===== config.mk =====
export PLATFORM = sky130hd
export DESIGN_NAME = board_store_flat
export DESIGN_NICKNAME = d
export VERILOG_FILES = /design/src/rtl/board_store_if.sv /design/src/rtl/board_store.sv /design/src/flat_wrapper.sv
export SDC_FILE = /design/constraint.sdc
export NUM_CORES = 1
export LEC_CHECK = 0
export CAP_MARGIN = 20
export CELL_PAD_IN_SITES_DETAIL_PLACEMENT = 0
export CELL_PAD_IN_SITES_GLOBAL_PLACEMENT = 1
export CORE_ASPECT_RATIO = 0.5
export CORE_MARGIN = 4
export CORE_UTILIZATION = 25
export CTS_CLUSTER_DIAMETER = 100
export DETAILED_ROUTE_END_ITERATION = 10
export PLACE_DENSITY_LB_ADDON = 0.15
export SYNTH_ARGS = -nofsm -noshare
export SYNTH_HDL_FRONTEND = slang
export SYNTH_SLANG_ARGS = --single-unit

===== constraint.sdc =====
create_clock -name CLK_50 -period 7.8 [get_ports CLK_50]
set_input_delay 1.95 -clock CLK_50 [delete_from_list [all_inputs] [get_ports CLK_50]]
set_output_delay 1.95 -clock CLK_50 [all_outputs]
set_load 0.01 [all_outputs]

===== src/rtl/board_store_if.sv =====
// Bus bundle for board_store: init control, write/move ports, read port and status.
interface board_store_if #(
   parameter int ROWS = 4,
   parameter int COLS = 8,
   parameter int PW   = 5
);
   localparam int N  = ROWS * COLS;
   localparam int AW = $clog2(N);

   logic              init_start;
   logic              shuffle_en;
   logic [N*PW-1:0]   init_layout;
   logic              wr_en;
   logic [AW-1:0]     wr_addr;
   logic [PW-1:0]     wr_data;
   logic              mv_en;
   logic [AW-1:0]     mv_src;
   logic [AW-1:0]     mv_dst;
   logic [AW-1:0]     rd_addr;
   logic [PW-1:0]     rd_data;
   logic [N*PW-1:0]   board_flat;
   logic              busy;
   logic              done;
   logic              drop;

   modport master (
      output init_start, shuffle_en, init_layout,
      output wr_en, wr_addr, wr_data,
      output mv_en, mv_src, mv_dst,
      output rd_addr,
      input  rd_data, board_flat, busy, done, drop
   );

   modport slave (
      input  init_start, shuffle_en, init_layout,
      input  wr_en, wr_addr, wr_data,
      input  mv_en, mv_src, mv_dst,
      input  rd_addr,
      output rd_data, board_flat, busy, done, drop
   );
endinterface


===== src/rtl/board_store.sv =====
// Game board register store: layout load, LFSR Fisher-Yates shuffle, write/move ports.
// state   | meaning
// IDLE    | board open for writes and moves
// LOAD    | copy init_layout into the board in one edge
// SHUFFLE | one swap attempt per edge, index counts down to 1
module board_store #(
   parameter int          ROWS = 4,
   parameter int          COLS = 8,
   parameter int          PW   = 5,
   parameter logic [15:0] SEED = 16'hACE1
) (
   input  logic          CLK_50,
   input  logic          RESET,
   board_store_if.slave  bus
);
   localparam int          N         = ROWS * COLS;
   localparam int          AW        = $clog2(N);
   localparam logic [15:0] SEED_EFF  = (SEED == 16'h0) ? 16'hACE1 : SEED;
   localparam logic [15:0] LFSR_MASK = 16'hB400;
   localparam logic [AW-1:0] LAST_IDX = AW'(N - 1);

   typedef enum logic [1:0] {IDLE, LOAD, SHUFFLE} state_t;

   state_t          state, state_nxt;
   logic [PW-1:0]   board [N];
   logic [N*PW-1:0] flat;
   logic [15:0]     lfsr, lfsr_nxt;
   logic [AW-1:0]   idx, j;
   logic            shuf_flag;
   logic            load_go, swap_go, mv_go, wr_go;
   logic            done_nxt, drop_nxt;
   logic            idle_ok, mv_addr_ok, wr_addr_ok;
   logic [PW-1:0]   rd_q;
   logic            done_q, drop_q;

   assign lfsr_nxt = lfsr[0] ? ((lfsr >> 1) ^ LFSR_MASK) : (lfsr >> 1);
   assign j        = lfsr[AW-1:0];

   always_ff @(posedge CLK_50 or posedge RESET) begin
      if (RESET) state <= IDLE;
      else       state <= state_nxt;
   end

   always_comb begin
      state_nxt = state;
      load_go   = 1'b0;
      swap_go   = 1'b0;
      done_nxt  = 1'b0;
      if (bus.init_start) begin
         state_nxt = LOAD;
      end else begin
         case (state)
            LOAD: begin
               load_go = 1'b1;
               if (shuf_flag) begin
                  state_nxt = SHUFFLE;
               end else begin
                  state_nxt = IDLE;
                  done_nxt  = 1'b1;
               end
            end
            SHUFFLE: begin
               if (j <= idx) begin
                  swap_go = 1'b1;
                  if (idx == AW'(1)) begin
                     state_nxt = IDLE;
                     done_nxt  = 1'b1;
                  end
               end
            end
            default: ;
         endcase
      end
   end

   // A move always pre-empts a simultaneous write; anything not accepted is reported via drop.
   always_comb begin
      idle_ok    = (state == IDLE) && !bus.init_start;
      mv_addr_ok = (int'(bus.mv_src) < N) && (int'(bus.mv_dst) < N);
      wr_addr_ok = int'(bus.wr_addr) < N;
      mv_go      = bus.mv_en && idle_ok && mv_addr_ok && (bus.mv_src != bus.mv_dst);
      wr_go      = bus.wr_en && !bus.mv_en && idle_ok && wr_addr_ok;
      drop_nxt   = 1'b0;
      if (bus.mv_en && !(idle_ok && mv_addr_ok)) drop_nxt = 1'b1;
      if (bus.wr_en && !(idle_ok && wr_addr_ok && !bus.mv_en)) drop_nxt = 1'b1;
   end

   always_ff @(posedge CLK_50 or posedge RESET) begin
      if (RESET) begin
         lfsr      <= SEED_EFF;
         idx       <= LAST_IDX;
         shuf_flag <= 1'b0;
         done_q    <= 1'b0;
         drop_q    <= 1'b0;
         rd_q      <= '0;
      end else begin
         lfsr   <= lfsr_nxt;
         done_q <= done_nxt;
         drop_q <= drop_nxt;
         rd_q   <= (int'(bus.rd_addr) < N) ? board[bus.rd_addr] : '0;
         if (bus.init_start) begin
            idx       <= LAST_IDX;
            shuf_flag <= bus.shuffle_en;
         end else if (swap_go) begin
            idx <= idx - AW'(1);
         end
      end
   end

   always_ff @(posedge CLK_50 or posedge RESET) begin
      if (RESET) begin
         for (int k = 0; k < N; k++) board[k] <= '0;
      end else if (load_go) begin
         for (int k = 0; k < N; k++) board[k] <= bus.init_layout[k*PW +: PW];
      end else if (swap_go) begin
         board[idx] <= board[j];
         board[j]   <= board[idx];
      end else if (mv_go) begin
         board[bus.mv_dst] <= board[bus.mv_src];
         board[bus.mv_src] <= '0;
      end else if (wr_go) begin
         board[bus.wr_addr] <= bus.wr_data;
      end
   end

   always_comb begin
      flat = '0;
      for (int k = 0; k < N; k++) flat[k*PW +: PW] = board[k];
   end

   assign bus.board_flat = flat;
   assign bus.rd_data    = rd_q;
   assign bus.busy       = (state != IDLE);
   assign bus.done       = done_q;
   assign bus.drop       = drop_q;
endmodule

===== src/flat_wrapper.sv =====
// flat-port wrapper written by rule: the top's interface ports become plain ports
module board_store_flat 
#(
   parameter int          ROWS = 4,
   parameter int          COLS = 8,
   parameter int          PW   = 5,
   parameter logic [15:0] SEED = 16'hACE1
)
  (CLK_50, RESET, bus_init_start, bus_shuffle_en, bus_init_layout, bus_wr_en, bus_wr_addr, bus_wr_data, bus_mv_en, bus_mv_src, bus_mv_dst, bus_rd_addr, bus_rd_data, bus_board_flat, bus_busy, bus_done, bus_drop);
  board_store_if #(.ROWS(ROWS), .COLS(COLS), .PW(PW)) bus_i ();
  input  logic CLK_50;
  input  logic RESET;
  input wire logic [$bits(bus_i.init_start)-1:0] bus_init_start;
  input wire logic [$bits(bus_i.shuffle_en)-1:0] bus_shuffle_en;
  input wire logic [$bits(bus_i.init_layout)-1:0] bus_init_layout;
  input wire logic [$bits(bus_i.wr_en)-1:0] bus_wr_en;
  input wire logic [$bits(bus_i.wr_addr)-1:0] bus_wr_addr;
  input wire logic [$bits(bus_i.wr_data)-1:0] bus_wr_data;
  input wire logic [$bits(bus_i.mv_en)-1:0] bus_mv_en;
  input wire logic [$bits(bus_i.mv_src)-1:0] bus_mv_src;
  input wire logic [$bits(bus_i.mv_dst)-1:0] bus_mv_dst;
  input wire logic [$bits(bus_i.rd_addr)-1:0] bus_rd_addr;
  output wire logic [$bits(bus_i.rd_data)-1:0] bus_rd_data;
  output wire logic [$bits(bus_i.board_flat)-1:0] bus_board_flat;
  output wire logic [$bits(bus_i.busy)-1:0] bus_busy;
  output wire logic [$bits(bus_i.done)-1:0] bus_done;
  output wire logic [$bits(bus_i.drop)-1:0] bus_drop;
  assign bus_i.init_start = bus_init_start;
  assign bus_i.shuffle_en = bus_shuffle_en;
  assign bus_i.init_layout = bus_init_layout;
  assign bus_i.wr_en = bus_wr_en;
  assign bus_i.wr_addr = bus_wr_addr;
  assign bus_i.wr_data = bus_wr_data;
  assign bus_i.mv_en = bus_mv_en;
  assign bus_i.mv_src = bus_mv_src;
  assign bus_i.mv_dst = bus_mv_dst;
  assign bus_i.rd_addr = bus_rd_addr;
  assign bus_rd_data = bus_i.rd_data;
  assign bus_board_flat = bus_i.board_flat;
  assign bus_busy = bus_i.busy;
  assign bus_done = bus_i.done;
  assign bus_drop = bus_i.drop;
  board_store #(.ROWS(ROWS), .COLS(COLS), .PW(PW), .SEED(SEED)) u_core (.CLK_50(CLK_50), .RESET(RESET), .bus(bus_i));
endmodule

; ---- Word level (Yosys, flattened, before mapping)
; Index checks and enable logic that the tools add are counted.
[word_totals]
elab_cells = 140
reg_bits = 191
[op_classes]
add_sub_neg = 1
eq_ne = 6
reduce_logical = 23
order_cmp = 12
bitwise = 9
mux = 50
[ops]
columns = cell, n
row1 = 160-bit bitwise mux, 4
row2 = 160-bit 2-to-1 mux, 4
row3 = 160-bit bitwise AND, 1
row4 = 160-bit inverter, 1
row5 = 5-bit demux with 5-bit select, 5
row6 = 5-bit binary-select mux with 5-bit select, 4
row7 = 5-bit 2-to-1 mux, 15
row8 = 6-bit >= comparator (second input constant), 6
row9 = 5-bit inverter with 6-bit output, 6
row10 = 6-bit by 1-bit less-than comparator with 1-bit output (second input constant), 5
row11 = 16-bit 2-to-1 mux, 1
row12 = 1-bit logical AND, 13
row13 = 1-bit 2-to-1 mux, 11
row14 = 2-bit 2-to-1 mux, 4
row15 = 3-bit by 2-bit inequality test with 1-bit output (second input constant), 2
row16 = 5-bit by 1-bit equality test with 1-bit output (second input constant), 1
row17 = 5-bit less-or-equal comparator, 1
row18 = 5-bit inequality test, 1
row19 = 5-bit by 1-bit subtractor with 5-bit output (second input constant), 1
row20 = 1-bit logical NOT, 4
row21 = 3-bit inverter with 4-bit output, 1
row22 = 2-bit case mux with 2 select lines, 1
row23 = 2-bit nonzero test, 2
row24 = 4-bit nonzero test, 1
row25 = other kinds (6), 6

; ---- Logic depth before layout (Yosys ltp)
; Gate-level depths: netlist of run 1.
[logic_depth]
depth_word = 10
mapped_depth = 14
ltp_nobuf = 9

; ---- Worst setup path before layout of run 1
; No wires, ideal clock.
[synth_timing]
kind = in2reg
start = input port bus_mv_src[0]
end = register u_core.board (netlist bit u_core.bus.board_flat[52])
path_stages = 11
setup_ps = 126
arrival_ps = 3935
setup_slack_ps = 3739
n_path_buf = 4
path_cell_list = buf_2 buf_2 buf_2 mux2i_1 o22ai_1 nor4_1 nand2_1 buf_2 a32oi_1 nand2_1 a221o_1
[synth_via]
elab_chain_len = 10
elab_cells_between_ends = 18
classes_between = order compare (2) / eq/ne (1) / mux (9) / bitwise (3) / reduce/logical (3)
[synth_rtl]
columns = element, line
row1 = "start, declared", flat_wrapper.sv:20  ; input wire logic [$bits(bus_i.mv_src)-1:0] bus_mv_src;
row2 = 5-bit inverter with 6-bit output (not written as such), "board_store.sv:119, board_store.sv:120"
row3 = 6-bit >= comparator (not written as such) or 6-bit by 1-bit less-than comparator with 1-bit output (tied branches), board_store.sv:120  ; board[bus.mv_src] <= '0;
row4 = 1-bit logical AND (not written as such), board_store.sv:120
row5 = 5-bit 2-to-1 mux (not written as such), board_store.sv:120
row6 = 5-bit demux with 5-bit select, board_store.sv:120
row7 = 160-bit inverter (no line), n/a
row8 = 160-bit bitwise AND (no line), n/a
row9 = 160-bit 2-to-1 mux, board_store.sv:118  ; end else if (mv_go) begin
row10 = 160-bit 2-to-1 mux, board_store.sv:115  ; end else if (swap_go) begin
row11 = 160-bit 2-to-1 mux, board_store.sv:113  ; end else if (load_go) begin
row12 = "end signal, assigned by index", board_store.sv:116  ; board[idx] <= board[j];
row13 = "end signal, assigned by index", board_store.sv:117  ; board[j] <= board[idx];
row14 = "end signal, assigned by index", board_store.sv:119  ; board[bus.mv_dst] <= board[bus.mv_src];
row15 = "end, declared", board_store.sv:25  ; logic [PW-1:0] board [N];
; Several ways; a longest one is shown, not always the timed one. The select of a mux whose other input is x is not followed.
; A chain may end at the register's enable or synchronous reset.

; ---- Worst setup path after layout of run 1
[layout_timing]
start = input port bus_mv_src[4]
end = register u_core.board (netlist bit u_core.bus.board_flat[86])
; Same word-level chain as after synthesis.

==> impl_metrics.tcl, run 1 <==
set metrics [dict create \
    syn_inst 2332 \
    track_usage 0.360 \
    gr-total-overflow 0 \
    grt_pass1_vias 23600 \
    die_area_um2 84700 \
    portBuffers 358 \
    hpwl_um 118000 \
    synth_top_area_frac 0.223 \
    syn-num-nets 2536 \
    routed_via_density 6.92 \
    cts_setup_buffers 0 \
    hold_path.class "reg2reg" \
    synth_cell_types 90 \
    multiInputGateArea_um2 14200 \
    combinationalPowerShare 0.456 \
    antenna_left 0 \
    p_int_uw 2790 \
    coreArea_um2 78200 \
    p_sw_uw 3200 \
    grt_max_degree 103 \
    swShare 0.534 \
    die_h_um 208 \
    yosys_most_used_dff "dfrtp_1" \
    numClockSinks 191 \
    synth_area_leaders "dfrtp_1 (22%), mux2i_1 (12%), mux4_2 (5.6%)" \
    clock_skew_ns 0.0163 \
    cts_resized 0 \
    drc_errors 0 \
    io_pins 359 \
    initial_utilization 0.255 \
    fp-row-count 72 \
    regArea_um2 4800 \
    slew_violations 0 \
    cts_buffers 17 \
    critPathMaxFanout 29 \
    synthToLayoutAreaGrowth_pct 25.6 \
    criticalPathCategory "in2reg" \
    fill_cells 8231 \
    fin_nets 2774 \
    setup_tns_ns 0 \
    cap_violations 0 \
    slew_headroom 0.163 \
    status "completed" \
    wl_um 160000 \
    grt_pass1_wl_um 212000 \
    drive_gt1_frac 0.0890 \
    ys_seq_area_frac 0.240 \
    dieWidth_um 408 \
    ctsHoldBuffers 0 \
    p_leak_uw 0.00906 \
    power_frac_clock 0.167 \
    vias 25100 \
    ys_seq_elements 191 \
    finalSetupViolCount 0 \
    yosysTopAreaCell "dfrtp_1" \
    synthesis.area_um2 20000 \
    required_ns 8.25 \
    h-tree-depth 4 \
    antenna_found_initial 17 \
    hold_violations 0 \
    drt-wirelength-per-cell_um 44.1 \
    power.total_uw 6000 \
    crit_path_start_kind "input pin" \
    clock_path_buffers 2 \
    post-route-period-util 0.768 \
    dr.first_iter.drc_count 4808 \
    clk_pin_slew_ns 0.08 \
    cts_tree "yes" \
    power.share.sequential 0.376 \
    peakVddDrop_mv 0.192 \
    cp.arrival_ns 6.44 \
    period_minus_slack_ns 5.99 \
    synth_edf_count 0 \
    first_pass_iters 11 \
    gp_congestion 1.03 \
    crit_path_end_kind "flop" \
    insertion_delay_ns 0.51 \
    fmax_mhz 167 \
    worst_pin_slew_ns 1.26 \
    yosys_warnings 0 \
    power_density_nw_per_um2 239 \
    cts_root_buf "clkbuf_16" \
    syn_avg_cell_area_um2 8.56 \
    rsz0062_at_grt "no" \
    async_flop_share 1.00 \
]
## through the flow
step	setup WS, ns	instances	utilization	hold slack [ns]	cell area (µm²)
5_1_grt	1.84	3621	0.321	0.365	25100
3_3_place_gp	1.73	3586	0.313	0.343	24500
6_report	1.81	3624	0.321	0.360	25100
3_5_place_dp	1.65	3586	0.313	0.341	24500
2_1_floorplan	0.673	2332	-	0.331	20000
4_1_cts	2.18	3618	0.321	0.361	25100
## layout make-up
cell class	count	area share
clock inverters	13	0.00688
multi-input cells	1911	0.564
clock buffers	19	0.0177
diodes	5	0.000499
well taps	1036	0.0517
repair buffers	427	0.164
inverters	22	0.00359
flip-flops and latches	191	0.191
## registers in the layout, indices dropped and copies added (netlist names)
signal and cells:
u_core.shuf_flag 1, u_core.bus.rd_data 5, u_core.bus.board_flat 160, u_core.lfsr 16
u_core.bus.drop 1, u_core.state 2, u_core.bus.done 1, u_core.idx 5
## synthesized netlist by cell type, types with 8 or more instances
| cell type | n |
|---|---|
| nand2_1 | 269 |
| mux2i_1 | 243 |
| dfrtp_1 | 178 |
| nor2_1 | 165 |
| o22ai_1 | 130 |
| a22oi_1 | 110 |
| a21oi_1 | 101 |
| buf_2 | 89 |
| a221o_1 | 86 |
| clkbuf_1 | 81 |
| a22o_1 | 56 |
| nor3_1 | 56 |
| nand3_1 | 52 |
| mux4_2 | 50 |
| a222oi_1 | 46 |
| and4_1 | 40 |
| a32oi_1 | 39 |
| o21ai_0 | 38 |
| nor4_1 | 37 |
| a221oi_1 | 29 |
| a31oi_1 | 27 |
| inv_1 | 21 |
| and2_1 | 20 |
| nand2b_1 | 20 |
| a32o_1 | 19 |
| buf_1 | 19 |
| nand4_1 | 15 |
| o31ai_1 | 15 |
| and3_1 | 14 |
| or4bb_1 | 14 |
| dfstp_2 | 13 |
| ha_1 | 13 |
| o211ai_1 | 13 |
| buf_4 | 12 |
| nand4b_1 | 12 |
| o21ai_1 | 12 |
| nand3b_1 | 9 |
| nor2b_1 | 9 |
| or4b_2 | 8 |
## cell usage in the layout, fill, tap and decap left out, types with 67 or more instances in the layout
cell type        netlist  layout
clkdlybuf4s50_1        0     355
nand2_1              269     269
mux2i_1              243     243
dfrtp_1              178     177
nor2_1               165     164
o22ai_1              130     130
a22oi_1              110     110
a21oi_1              101     100
a221o_1               86      86
buf_4                 12      67
## critical path, cell delays in order
cell             delay [ns]
clkdlybuf4s50_1        1.21
xnor2_1                0.20
nand3_1                0.36
o21ai_4                0.72
and3_1                 0.56
buf_4                  0.50
nand2_1                0.12
a21oi_1                0.56
a221o_1                0.21
## power by group through the flow
stage / registers, µW / logic [µW] / clock network (µW)
after floorplan: 1600 / 1220 / 0
after global placement: 2160 / 2640 / 0
after detailed placement: 2160 / 2630 / 0
after CTS: 2130 / 2640 / 1000
after global routing: 2190 / 2780 / 1040
final: 2260 / 2740 / 1000
## cell families (layout without fill, tap and decap cells)
group,count (synthesis),in the layout,synth area share
AND/OR/NAND/NOR,792,792,0.205
multiplexers,300,300,0.182
XOR/XNOR,10,10,0.00439
buffers and inverters,230,481,0.0537
other,0,5,0
flip-flops,191,191,0.240
AO/OA/AOI/OAI,795,795,0.306
adder cells (fa/ha/maj),14,14,0.00865
## per-layer routing
| metal | part of all wire | vias to the layer above | track usage |
|---|---|---|---|
| met5 | 0.00026 | - | 0.00501 |
| met4 | 0.047 | 6 | 0.143 |
| met3 | 0.16 | 403 | 0.188 |
| met2 | 0.39 | 2058 | 0.493 |
| met1 | 0.40 | 12700 | 0.472 |
| li1 | - | 9925 | - |
## worst paths after layout
path | startpoint | end | slack (ns) | cells after the start
max in group asynchronous | RESET | u_core.bus.board_flat[10] | 4.75 | 3
worst min register to register | u_core.lfsr[7] | u_core.lfsr[6] | 0.36 | 0
min in group asynchronous | RESET | u_core.lfsr[1] | 1.92 | 2
worst min-delay path | u_core.lfsr[7] | u_core.lfsr[6] | 0.36 | 0
worst max register to register | u_core.idx[4] | u_core.bus.board_flat[89] | 2.80 | 11
worst max-delay path | bus_mv_src[4] | u_core.bus.board_flat[86] | 1.81 | 9
No activity file was read; power rests on OpenSTA's default activity.
==> run 2: changes to the inputs <==
- clock period: 7.8 -> 5.1 ns (I/O delays scaled with it)
==> impl_metrics.tcl, run 2 (same netlist as run 1, synthesis figures left out) <==
set metrics [dict create \
    final_util 0.333 \
    finalSetupViolCount 0 \
    grt_max_degree 93 \
    die_h_um 208 \
    numClockSinks 191 \
    combinationalPowerShare 0.475 \
    cts_root_buf "clkbuf_16" \
    clock_path_buffers 2 \
    hold_path.class "reg2reg" \
    peakVddDrop_mv 0.287 \
    hold_violations 0 \
    grt_pass1_vias 24400 \
    power_frac_clock 0.159 \
    initial_utilization 0.255 \
    worst_pin_slew_ns 1.18 \
    swShare 0.538 \
    rsz0062_at_grt "no" \
    cts_tree "yes" \
    clock_skew_ns 0.0210 \
    wl_um 168000 \
    dieWidth_um 408 \
    clk_pin_slew_ns 0.08 \
    track_usage 0.379 \
    grt_pass1_wl_um 222000 \
    p_leak_uw 0.00964 \
    period_minus_slack_ns 4.77 \
    synthToLayoutAreaGrowth_pct 30.5 \
    hpwl_um 130000 \
    layout_common_cells "clkdlybuf4s50_1 (355), nand2_1 (265), mux2i_1 (243)" \
    crit_path_start_kind "flop" \
    path_cells "buf_4, mux2i_1, o22ai_1, nor4_1, nand2_1, buf_4, a222oi_1, a21oi_1, a221o_1" \
    p_int_uw 4450 \
    cp_common_cell "buf_4" \
    first_pass_iters 11 \
    gr-total-overflow 0 \
    io_pins 359 \
    antenna_left 0 \
    power_density_nw_per_um2 369 \
    slew_headroom 0.210 \
    cts_buffers 17 \
    ctsHoldBuffers 0 \
    required_ns 5.49 \
    p_sw_uw 5170 \
    dr.first_iter.drc_count 4741 \
    cap_violations 0 \
    slew_violations 0 \
    power.share.sequential 0.366 \
    critPathMaxFanout 37 \
    drt-wirelength-per-cell_um 45.0 \
    fin_nets 2882 \
    portBuffers 358 \
    criticalPathCategory "reg2reg" \
    h-tree-depth 4 \
    coreArea_um2 78200 \
    cp.arrival_ns 5.16 \
    cts_setup_buffers 0 \
    vias 26000 \
    slowest_stage "dfrtp_4" \
    slowest_delay_ns 0.96 \
    cts_resized 0 \
    drive_gt1_frac 0.126 \
    post-route-period-util 0.936 \
    die_area_um2 84700 \
    insertion_delay_ns 0.51 \
    fp-row-count 72 \
    final_common_cell "clkdlybuf4s50_1" \
    status "completed" \
    fmax_mhz 210 \
    routed_via_density 6.96 \
    antenna_found_initial 15 \
    gp_congestion 1.04 \
    largest_register_ffs 160 \
    setup_tns_ns 0 \
    crit_path_end_kind "flop" \
    drc_errors 0 \
]
## run 2: cell types whose count changed in the layout (fill, tap and decap cells not counted), sizes merged
cell,before,now
diode,5,3
clkbuf,20,18
clkinvlp,0,1
buf,71,180
## run 2: path summary, 6_finish.rpt
kind	from	to	slack, ns	cells after the start
worst max-delay path	u_core.lfsr[1]	u_core.bus.board_flat[37]	0.33	9
worst min-delay path	u_core.lfsr[9]	u_core.lfsr[8]	0.35	0
worst max register to register	u_core.lfsr[1]	u_core.bus.board_flat[37]	0.33	9
worst min register to register	u_core.lfsr[9]	u_core.lfsr[8]	0.35	0
max in group asynchronous	RESET	u_core.bus.board_flat[24]	2.98	3
min in group asynchronous	RESET	u_core.lfsr[3]	1.15	2
## run 2: cell type report
class	count	area, µm²
fillers	8248	52100
multi-input cells	1911	14200
repair buffers	535	5090
flip-flops and latches	191	4800
well taps	1036	1300
clock buffers	18	439
clock inverters	14	170
inverters	22	86.3
diodes	3	7.51
## run 2: stage by stage
step	power, µW	cells	hold slack [ns]	setup WS [ns]	instance area (µm²)
after floorplan	4320	2332	0.331	1.37	20000
after global placement	7770	3694	0.345	0.258	25400
after detailed placement	7730	3694	0.338	0.234	25400
after CTS	9240	3726	0.358	0.757	26000
after global routing	9610	3728	0.368	0.414	26000
final	9610	3730	0.352	0.327	26100
## run 2: critical path: cells and delay by family (launching register included)
family / cells / cell delay (ns)
and+or+nand+nor: 2 / 0.84
muxes: 1 / 0.37
AOI/OAI and AO/OA: 4 / 1.39
buffers and inverters: 2 / 1.04
DFF: 1 / 0.96
## run 2: routing by layer
layer	GRT usage	share of wire	routed length [µm]
met1	0.506	0.41	68600
met2	0.505	0.38	64300
met3	0.204	0.16	27700
met4	0.140	0.043	7260
met5	0.00612	0.00075	126
## run 2: power groups by stage
| stage | registers [µW] | logic, µW | clock network [µW] |
|---|---|---|---|
| 6_report | 3520 | 4570 | 1530 |
| 5_1_grt | 3400 | 4630 | 1590 |
| 4_1_cts | 3310 | 4390 | 1540 |
| 3_5_place_dp | 3350 | 4380 | 0 |
| 3_3_place_gp | 3360 | 4410 | 0 |
| 2_1_floorplan | 2450 | 1870 | 0 |
